==> config.mk <==
export PLATFORM = sky130hd
export DESIGN_NAME = rv32i_fetch_queue
export DESIGN_NICKNAME = d
export VERILOG_FILES = /design/src/rtl/rv32i_fetch_queue_pkg.sv /design/src/rtl/rv32i_fetch_queue_halfword_fifo.sv /design/src/rtl/rv32i_fetch_queue.sv
export SDC_FILE = /design/constraint.sdc
export NUM_CORES = 1
export LEC_CHECK = 0
export ABC_AREA = 1
export BUFFER_PORTS_ARGS = -buffer_cell sky130_fd_sc_hd__buf_4
export CORE_ASPECT_RATIO = 1.1
export CORE_MARGIN = 4
export CORE_UTILIZATION = 28
export CTS_CLUSTER_DIAMETER = 30
export DETAILED_ROUTE_END_ITERATION = 10
export REMOVE_ABC_BUFFERS = 1
export SLEW_MARGIN = 20
export SYNTH_ARGS = -nofsm -noshare
export SYNTH_HDL_FRONTEND = slang
export SYNTH_SLANG_ARGS = --single-unit
export TNS_END_PERCENT = 100
==> constraint.sdc <==
create_clock -name clk_i -period 2.15 [get_ports clk_i]
set_input_delay 0.215 -clock clk_i [delete_from_list [all_inputs] [get_ports clk_i]]
set_output_delay 0.215 -clock clk_i [all_outputs]
set_load 0.01 [all_outputs]
==> src/rtl/rv32i_fetch_queue_pkg.sv <==
// Shared rv32i definitions: opcode encodings, halfword width and bus legality/byte-lane helpers.
// Imported by the fetch queue and its halfword FIFO.
package rv32i_fetch_queue_pkg;

   localparam int HW_BITS = 16;

   typedef enum logic [6:0] {
      OP_LUI    = 7'b0110111,
      OP_AUIPC  = 7'b0010111,
      OP_JAL    = 7'b1101111,
      OP_JALR   = 7'b1100111,
      OP_BRANCH = 7'b1100011,
      OP_LOAD   = 7'b0000011,
      OP_STORE  = 7'b0100011,
      OP_IMM    = 7'b0010011,
      OP_REG    = 7'b0110011,
      OP_FENCE  = 7'b0001111,
      OP_SYSTEM = 7'b1110011
   } rv32i_opcode_e;

   function automatic logic bus_bits_legal(input int bits);
      return (bits == 16) || (bits == 32);
   endfunction

   // Memory lanes carry the lower-addressed byte in the upper half.
   function automatic logic [15:0] bswap16(input logic [15:0] h);
      return {h[7:0], h[15:8]};
   endfunction

endpackage

==> src/rtl/rv32i_fetch_queue_halfword_fifo.sv <==
// Halfword circular queue: push W halfwords, pop 2, synchronous clear; data visible the cycle after push.
// No internal flow control: the owner guarantees it never pushes past DEPTH or pops below 2.
module halfword_fifo
   import rv32i_fetch_queue_pkg::*;
#(
   parameter int DEPTH = 8,
   parameter int W     = 1,
   localparam int AW   = $clog2(DEPTH),
   localparam int LW   = AW + 1
) (
   input  logic                    i_clk,
   input  logic                    i_clr,
   input  logic                    i_push,
   input  logic [HW_BITS*W-1:0]    i_push_dat,
   input  logic                    i_pop,
   output logic [HW_BITS-1:0]      o_lo,
   output logic [HW_BITS-1:0]      o_hi,
   output logic [LW-1:0]           o_level
);

   logic [HW_BITS-1:0] r_mem [DEPTH];
   logic [AW-1:0]      r_wr;
   logic [AW-1:0]      r_rd;
   logic [LW-1:0]      r_level;
   logic [AW-1:0]      w_rd_next;

   always_ff @(posedge i_clk) begin
      if (i_clr) begin
         r_wr    <= '0;
         r_rd    <= '0;
         r_level <= '0;
      end else begin
         if (i_push) r_wr <= r_wr + AW'(W);
         if (i_pop)  r_rd <= r_rd + AW'(2);
         r_level <= r_level + (i_push ? LW'(W) : LW'(0)) - (i_pop ? LW'(2) : LW'(0));
      end
   end

   // Pointers are AW bits wide, so DEPTH being a power of two gives the wrap for free.
   always_ff @(posedge i_clk) begin
      if (i_push && !i_clr) begin
         for (int k = 0; k < W; k++) begin
            r_mem[r_wr + AW'(k)] <= i_push_dat[HW_BITS*k +: HW_BITS];
         end
      end
   end

   assign w_rd_next = r_rd + AW'(1);
   assign o_lo      = r_mem[r_rd];
   assign o_hi      = r_mem[w_rd_next];
   assign o_level   = r_level;

endmodule

==> src/rtl/rv32i_fetch_queue.sv <==
// Instruction prefetch: streams halfwords ahead of execution; first instruction 3 (32-bit bus) or 4 (16-bit) cycles after redirect.
// Requests only while the queue plus in-flight data still fits, so a stalled consumer never overflows it.
module rv32i_fetch_queue
   import rv32i_fetch_queue_pkg::*;
#(
   parameter int              XLEN         = 32,
   parameter int              BUS_BITS     = 16,
   parameter int              DEPTH        = 8,
   parameter logic [XLEN-1:0] INITIAL_ADDR = '0,
   localparam int             LW           = $clog2(DEPTH) + 1
) (
   input  logic                clk_i,
   input  logic                reset_i,
   output logic [XLEN-1:0]     memory_addr_o,
   output logic                memory_read_o,
   input  logic                memory_grant_i,
   input  logic [BUS_BITS-1:0] memory_i,
   input  logic                redirect_i,
   input  logic [XLEN-1:0]     redirect_pc_i,
   output logic                instr_valid_o,
   output logic [31:0]         instr_o,
   output logic [XLEN-1:0]     instr_pc_o,
   input  logic                instr_ready_i,
   output logic [LW-1:0]       level_o
);

   localparam int              W          = BUS_BITS / HW_BITS;
   localparam logic [XLEN-1:0] FETCH_STEP = XLEN'(BUS_BITS / 8);
   localparam logic [LW:0]     W_L        = (LW+1)'(W);
   localparam logic [LW:0]     DEPTH_L    = (LW+1)'(DEPTH);

   if (!bus_bits_legal(BUS_BITS)) begin : g_bad_bus
      $error("rv32i_fetch_queue: BUS_BITS must be 16 or 32");
   end

   logic [XLEN-1:0]     r_fetch_pc;
   logic [XLEN-1:0]     r_out_pc;
   logic                r_inflight;
   logic [LW-1:0]       w_level;
   logic [LW:0]         w_need;
   logic [HW_BITS-1:0]  w_hw_lo;
   logic [HW_BITS-1:0]  w_hw_hi;
   logic [BUS_BITS-1:0] w_push_dat;
   logic [XLEN-1:0]     w_redirect_pc;
   logic                w_clr;
   logic                w_accept;
   logic                w_push;
   logic                w_pop;

   for (genvar k = 0; k < W; k++) begin : g_lane
      assign w_push_dat[HW_BITS*k +: HW_BITS] = bswap16(memory_i[HW_BITS*k +: HW_BITS]);
   end

   // r_inflight marks that memory_i carries our data this cycle; a flush simply refuses to push it.
   assign w_clr         = reset_i | redirect_i;
   assign w_push        = r_inflight & ~w_clr;
   assign w_need        = {1'b0, w_level} + (r_inflight ? W_L + W_L : W_L);
   assign memory_read_o = ~reset_i & ~redirect_i & (w_need <= DEPTH_L);
   assign w_accept      = memory_read_o & memory_grant_i;
   assign instr_valid_o = ~reset_i & (w_level >= LW'(2));
   assign w_pop         = instr_valid_o & instr_ready_i & ~redirect_i;
   assign w_redirect_pc = redirect_pc_i & ~XLEN'(3);

   assign memory_addr_o = reset_i ? INITIAL_ADDR : r_fetch_pc;
   assign level_o       = reset_i ? '0 : w_level;
   assign instr_o       = {w_hw_hi, w_hw_lo};
   assign instr_pc_o    = r_out_pc;

   always_ff @(posedge clk_i) begin
      if (reset_i) begin
         r_fetch_pc <= INITIAL_ADDR;
         r_out_pc   <= INITIAL_ADDR;
         r_inflight <= 1'b0;
      end else if (redirect_i) begin
         r_fetch_pc <= w_redirect_pc;
         r_out_pc   <= w_redirect_pc;
         r_inflight <= 1'b0;
      end else begin
         if (w_accept) r_fetch_pc <= r_fetch_pc + FETCH_STEP;
         if (w_pop)    r_out_pc   <= r_out_pc + XLEN'(4);
         r_inflight <= w_accept;
      end
   end

   halfword_fifo #(
      .DEPTH (DEPTH),
      .W     (W)
   ) u_fifo (
      .i_clk      (clk_i),
      .i_clr      (w_clr),
      .i_push     (w_push),
      .i_push_dat (w_push_dat),
      .i_pop      (w_pop),
      .o_lo       (w_hw_lo),
      .o_hi       (w_hw_hi),
      .o_level    (w_level)
   );

endmodule

# == Yosys cells after proc, flatten, opt, wreduce, memory -nomap -nowiden ==
# Memory sizes are Yosys's and may differ from the RTL's. A register that Yosys moved wholly into a read port is not among the register bits.
# Cells that the tools add are included.
# totals
ramBits,128
inputBits,53
ff_bits,75
mem_count,1
# op_classes
addsub,8
magnitude_cmp,2
bitwise_logic,11
reduce_logical,5
mux,13
# memory_table
memory,words,word_bits,read_ports,rd_ports_with_merged_regs,write_ports,line_no,text
u_fifo.r_mem,8,16,2,1,1,rv32i_fetch_queue_halfword_fifo.sv:21,logic [HW_BITS-1:0] r_mem [DEPTH];
# ops
op,n
2-to-1 mux 32 bit,5
"adder 32 x 2 -> 32 bit, second input constant",1
"adder 32 x 3 -> 32 bit, second input constant",1
bitwise AND 1 bit,7
"adder 3 x 1 -> 3 bit, second input constant",2
2-to-1 mux 3 bit,2
adder 4 x 2 -> 5 bit,1
"less-or-equal comparator 5 x 4 -> 1 bit, second input constant",1
adder 4 bit,1
"greater-or-equal comparator 4 x 2 -> 1 bit, second input constant",1
2-to-1 mux 2 bit,2
2-to-1 mux 4 bit,1
nonzero test 2 bit,2
subtractor 4 bit,1
"adder 3 x 2 -> 3 bit, second input constant",1
2-to-1 mux 1 bit,3
inverter 1 bit,3
OR reduction 2 bit,1
logical AND 1 bit,1
zero test 1 bit,1
OR 1 bit,1

# == Logic depth before layout (Yosys ltp) ==
# depth
depth_word,7
mapped_depth,15

# == By module ==
# From an unflattened synthesis, not the netlist that was laid out.
# unflattened
cells_unflattened,1217
hier_area_um2,9919.5
# modules_own_cells
mod,seq_area_each_um2,n_inst,area_each_um2,cells_per_inst
halfword_fifo,4063.9,1,5226.3,377
rv32i_fetch_queue,1241.2,1,4693.3,840

# == Worst setup path before layout ==
# Ideal clock, no wire load.
# synth_timing
path_kind,register to register
from,"register u_fifo.r_level[2], in the netlist u_fifo.o_level[2]"
to,"register u_fifo.r_level[3], in the netlist u_fifo.o_level[3]"
setup_ps,119
path_slack_ps,5
period_less_slack_ps,2145
t_arrival_ps,2026
path_stages_with_launch,14
path_cell_list,dfxtp_1 -> inv_2 -> ha_1 -> a21oi_2 -> nand2_2 -> nor2_4 -> inv_2 -> ha_1 -> ha_1 -> inv_1 -> a21oi_1 -> nor2_1 -> o21ai_0 -> a21oi_1
# synth_via
elab_chain_len,6
word_cells_on_any_way,7
classes_between,add/sub: 2; order compare: 1; mux: 1; bitwise: 3
# synth_lines
item,line_no,text
from (decl),rv32i_fetch_queue_halfword_fifo.sv:24,logic [LW-1:0] r_level;
from (signal assigned),rv32i_fetch_queue_halfword_fifo.sv:35,r_level <= r_level + (i_push ? LW'(W) : LW'(0)) - (i_pop ? LW'(2) : LW'(0));
greater-or-equal comparator 4 x 2 -> 1 bit,rv32i_fetch_queue.sv:60,assign instr_valid_o = ~reset_i & (w_level >= LW'(2));
bitwise AND 1 bit,rv32i_fetch_queue.sv:60,
via instr_valid_o,rv32i_fetch_queue.sv:20,"output logic instr_valid_o,"
bitwise AND 1 bit (2 in series),rv32i_fetch_queue.sv:61,assign w_pop = instr_valid_o & instr_ready_i & ~redirect_i;
2-to-1 mux 2 bit,rv32i_fetch_queue_halfword_fifo.sv:35,
subtractor 4 bit,rv32i_fetch_queue_halfword_fifo.sv:35,
# The timed path passes the listed nets, and every way through them passes these cells.
# A chain may end at the register's enable or synchronous reset.

# == Final worst setup path ==
# layout_timing
from,register r_inflight
to,output memory_read_o
# layout_via
elab_chain_len,4
# layout_lines
item,line_no,text
from (decl),rv32i_fetch_queue.sv:38,logic r_inflight;
from (signal assigned),rv32i_fetch_queue.sv:81,r_inflight <= w_accept;
2-to-1 mux 2 bit,rv32i_fetch_queue.sv:57,"assign w_need = {1'b0, w_level} + (r_inflight ? W_L + W_L : W_L);"
adder 4 x 2 -> 5 bit,rv32i_fetch_queue.sv:57,
less-or-equal comparator 5 x 4 -> 1 bit,rv32i_fetch_queue.sv:58,assign memory_read_o = ~reset_i & ~redirect_i & (w_need <= DEPTH_L);
bitwise AND 1 bit,rv32i_fetch_queue.sv:58,
to (decl),rv32i_fetch_queue.sv:15,"output logic memory_read_o,"
# Every way passes these cells.

==> reports/results.ini <==
[critical_path]
path_max_fanout=3
crit_required_ps=1930
crit_path_end_kind=output port
worst_ep_arrival_time_ps=2190
path_cells=inv_4 > ha_4 > inv_2 > fa_1 > inv_1 > nor2_2 > nand3_1 > nand3_2 > buf_6 > nand2_4 > inv_2 > buf_6
critical_path.top_delay_family=adder cells
crit_buf_inv=6
start_kind=register
crit_type=register to output port
crit_path_top_delay_cell=fa_1
slowest_delay_ps=470

[yosys]
syn_inst=1225
ys_warn_count=0
ys_seq_area_share_pct=53.77
syn_area_per_cell_um2=8.054
synthDistinctLibCells=35
netlist_area_um2=9866
ys_ff_latch=201

[cells_and_area]
ff_latch_area_um2=5310
area_delta_synth_final_pct=41.03
final_common_cell=nand2_1
multiInputGateArea_um2=4232
nets=1516
antennaDiodeCount=0
final_cell_area_um2=13910
fillers=3438
final_cell_mix=nand2_1 (275), nor2_1 (261), buf_4 (186)
stdcell_count=1923
layout-drive-gt1-share_pct=24.04

[sta]
fin_crit_ps=2404
fin_skew_ps=21.41
min_period_over_period_pct=111.8
slew_viol_final=0
setup_ws_ps=-253.7
report.final.hold_viol_count=0
worst_pin_slew_ps=604.5
final.setup.tns_ps=-4842
fmax_mhz=416.0
slew_headroom_pct=59.70
holdWs_ps=4.401
setup_viol_count_final=33
rsz0062_at_grt=true

[global_route]
grt_pass1_wl_um=48600
grt_pass1_vias=8824
overflow=0
grt_antenna_before_repair=0
track_usage_pct=15.90
grt_max_degree=59

[routing]
drt-total-wl_um=32790
via_count=9315
postRouteAntennaNets=0
drtPass1Iterations=5
avgRoutedWirePerCell_um=17.05
via_per_inst=4.844
dr.first_iter.drc_count=623
drc=0

[pwr]
peakVddDrop_uv=392.6
power.density_nw_per_um2=848.2
p_leak_uw=0.005477

[clocking]
clk_pin_slew_ps=50
cts-buffers-inserted=42
tritoncts=yes
clk_path_buf_depth=3
cts_num_sinks=201
htree_levels=2
clk_latency_ps=520
root_buffer=clkbuf_16

[place]
dp_slack_ps=-69.33
dpl_cell_area_um2=11690
hpwl_um=22410
placed_cells=1810
io_buffer_count=149
gp_congestion=0.9172

[run]
cap_violations=0

[floorplan]
die_x_um=187.0
core-area_um2=34470
row_count=71
die_y_um=204.9
initial_core_util_pct=28.62
die-area_um2=38310
pin_count=155

[outcome]
status=finished with violations
violations=setup timing

[hold_path]
holdCritPathClass=input pin to register

-- state kept, by name, indices dropped and copies added, names as in the netlist, named ones only --
signal	count
instr_pc_o	30
r_fetch_pc	31
u_fifo.r_rd	2
u_fifo.r_mem	128
u_fifo.r_wr	3
r_inflight	1
u_fifo.o_level	4
-- synth_stat cells, drive strengths merged --
master,n,share of area [%]
xor2,9,0.80
nor3,3,0.15
nand4,6,0.38
o21bai,2,0.15
edfxtp,128,39
nand2,283,11
nand3b,1,0.076
clkinv,1,0.051
o211ai,1,0.076
buf,19,1.1
a31oi,8,0.51
o22ai,33,2.1
a21oi,32,1.8
fa,1,0.20
clkbuf,27,1.0
inv,103,3.9
ha,11,1.4
o21ai,105,5.3
xnor2,3,0.27
conb,1,0.038
dfxtp,73,15
nand3,94,5.0
nor2,281,11
-- cells by family (layout without fill, tap and decap cells) --
| family | after synthesis | count (layout) | synth area share, % |
|---|---|---|---|
| AO/OA/AOI/OAI | 181 | 181 | 9.930 |
| flip-flops | 201 | 201 | 53.77 |
| adder cells (fa/ha/maj) | 12 | 12 | 1.598 |
| buffers and inverters | 150 | 408 | 6.125 |
| XOR/XNOR | 12 | 12 | 1.065 |
| other | 1 | 3 | 0.03801 |
| AND/OR/NAND/NOR | 668 | 668 | 27.47 |
-- final cells by class --
class	count	share of cell area [%]
clock inverters	27	2.446
clock buffers	51	8.309
repair buffers	226	13.78
multi-input cells	876	30.41
well taps	438	3.939
inverters	104	2.950
flip-flops and latches	201	38.17
-- report_power, final --
part           switching [µW]  internal [µW]  leakage, µW
clock                    2170           4580     0.000739
combinational             434            323      0.00299
sequential                108           4180      0.00175
total                    2710           9090      0.00548
-- worst register-to-register path, delay by kind of cell (launching register included) --
family                     cells  cell delay (ps)
and+or+nand+nor                8              780
adders and majority gates      2              600
buffers and inverters          5              530
DFF                            1              330
-- path summary, 6_finish.rpt --
check                                                 start                          end  slack [ps]  cells past startpoint
worst min register to register  u_fifo.r_wr[0]$_SDFFE_PP0P_  u_fifo.r_wr[0]$_SDFFE_PP0P_         510                      2
worst max-delay path                  r_inflight$_SDFF_PP0_                memory_read_o        -250                     12
worst min-delay path                      redirect_pc_i[22]  r_fetch_pc[22]$_SDFFE_PP0P_           4                      3
worst max register to register        r_inflight$_SDFF_PP0_  r_fetch_pc[13]$_SDFFE_PP0P_        -210                     15
-- through the flow --
stage / power [µW] / utilization, %
after floorplan: 4610 / -
after global placement: 4993 / 33.92
after detailed placement: 5002 / 33.92
after CTS: 11820 / 39.10
after global routing: 12170 / 40.37
final: 11800 / 40.37
-- timing repair --
action	4_1_cts	5_1_grt
gates resized for setup	14	75
endpoints found under the setup margin	34	40
pin swaps	4	26
buffers inserted	4	3
hold buffers	22	0
endpoints found under the hold margin	134	0
gates cloned	0	6
-- layer usage --
| layer | global-route usage (%) | up-vias | share of wire (%) |
|---|---|---|---|
| met5 | 0 | - | 0 |
| met4 | 5.520 | 0 | 3.3 |
| met3 | 3.579 | 64 | 7.9 |
| met2 | 27.62 | 407 | 48 |
| met1 | 19.56 | 4315 | 41 |
| li1 | - | 4529 | - |
Note: power is estimated with default switching activity, not from simulation.
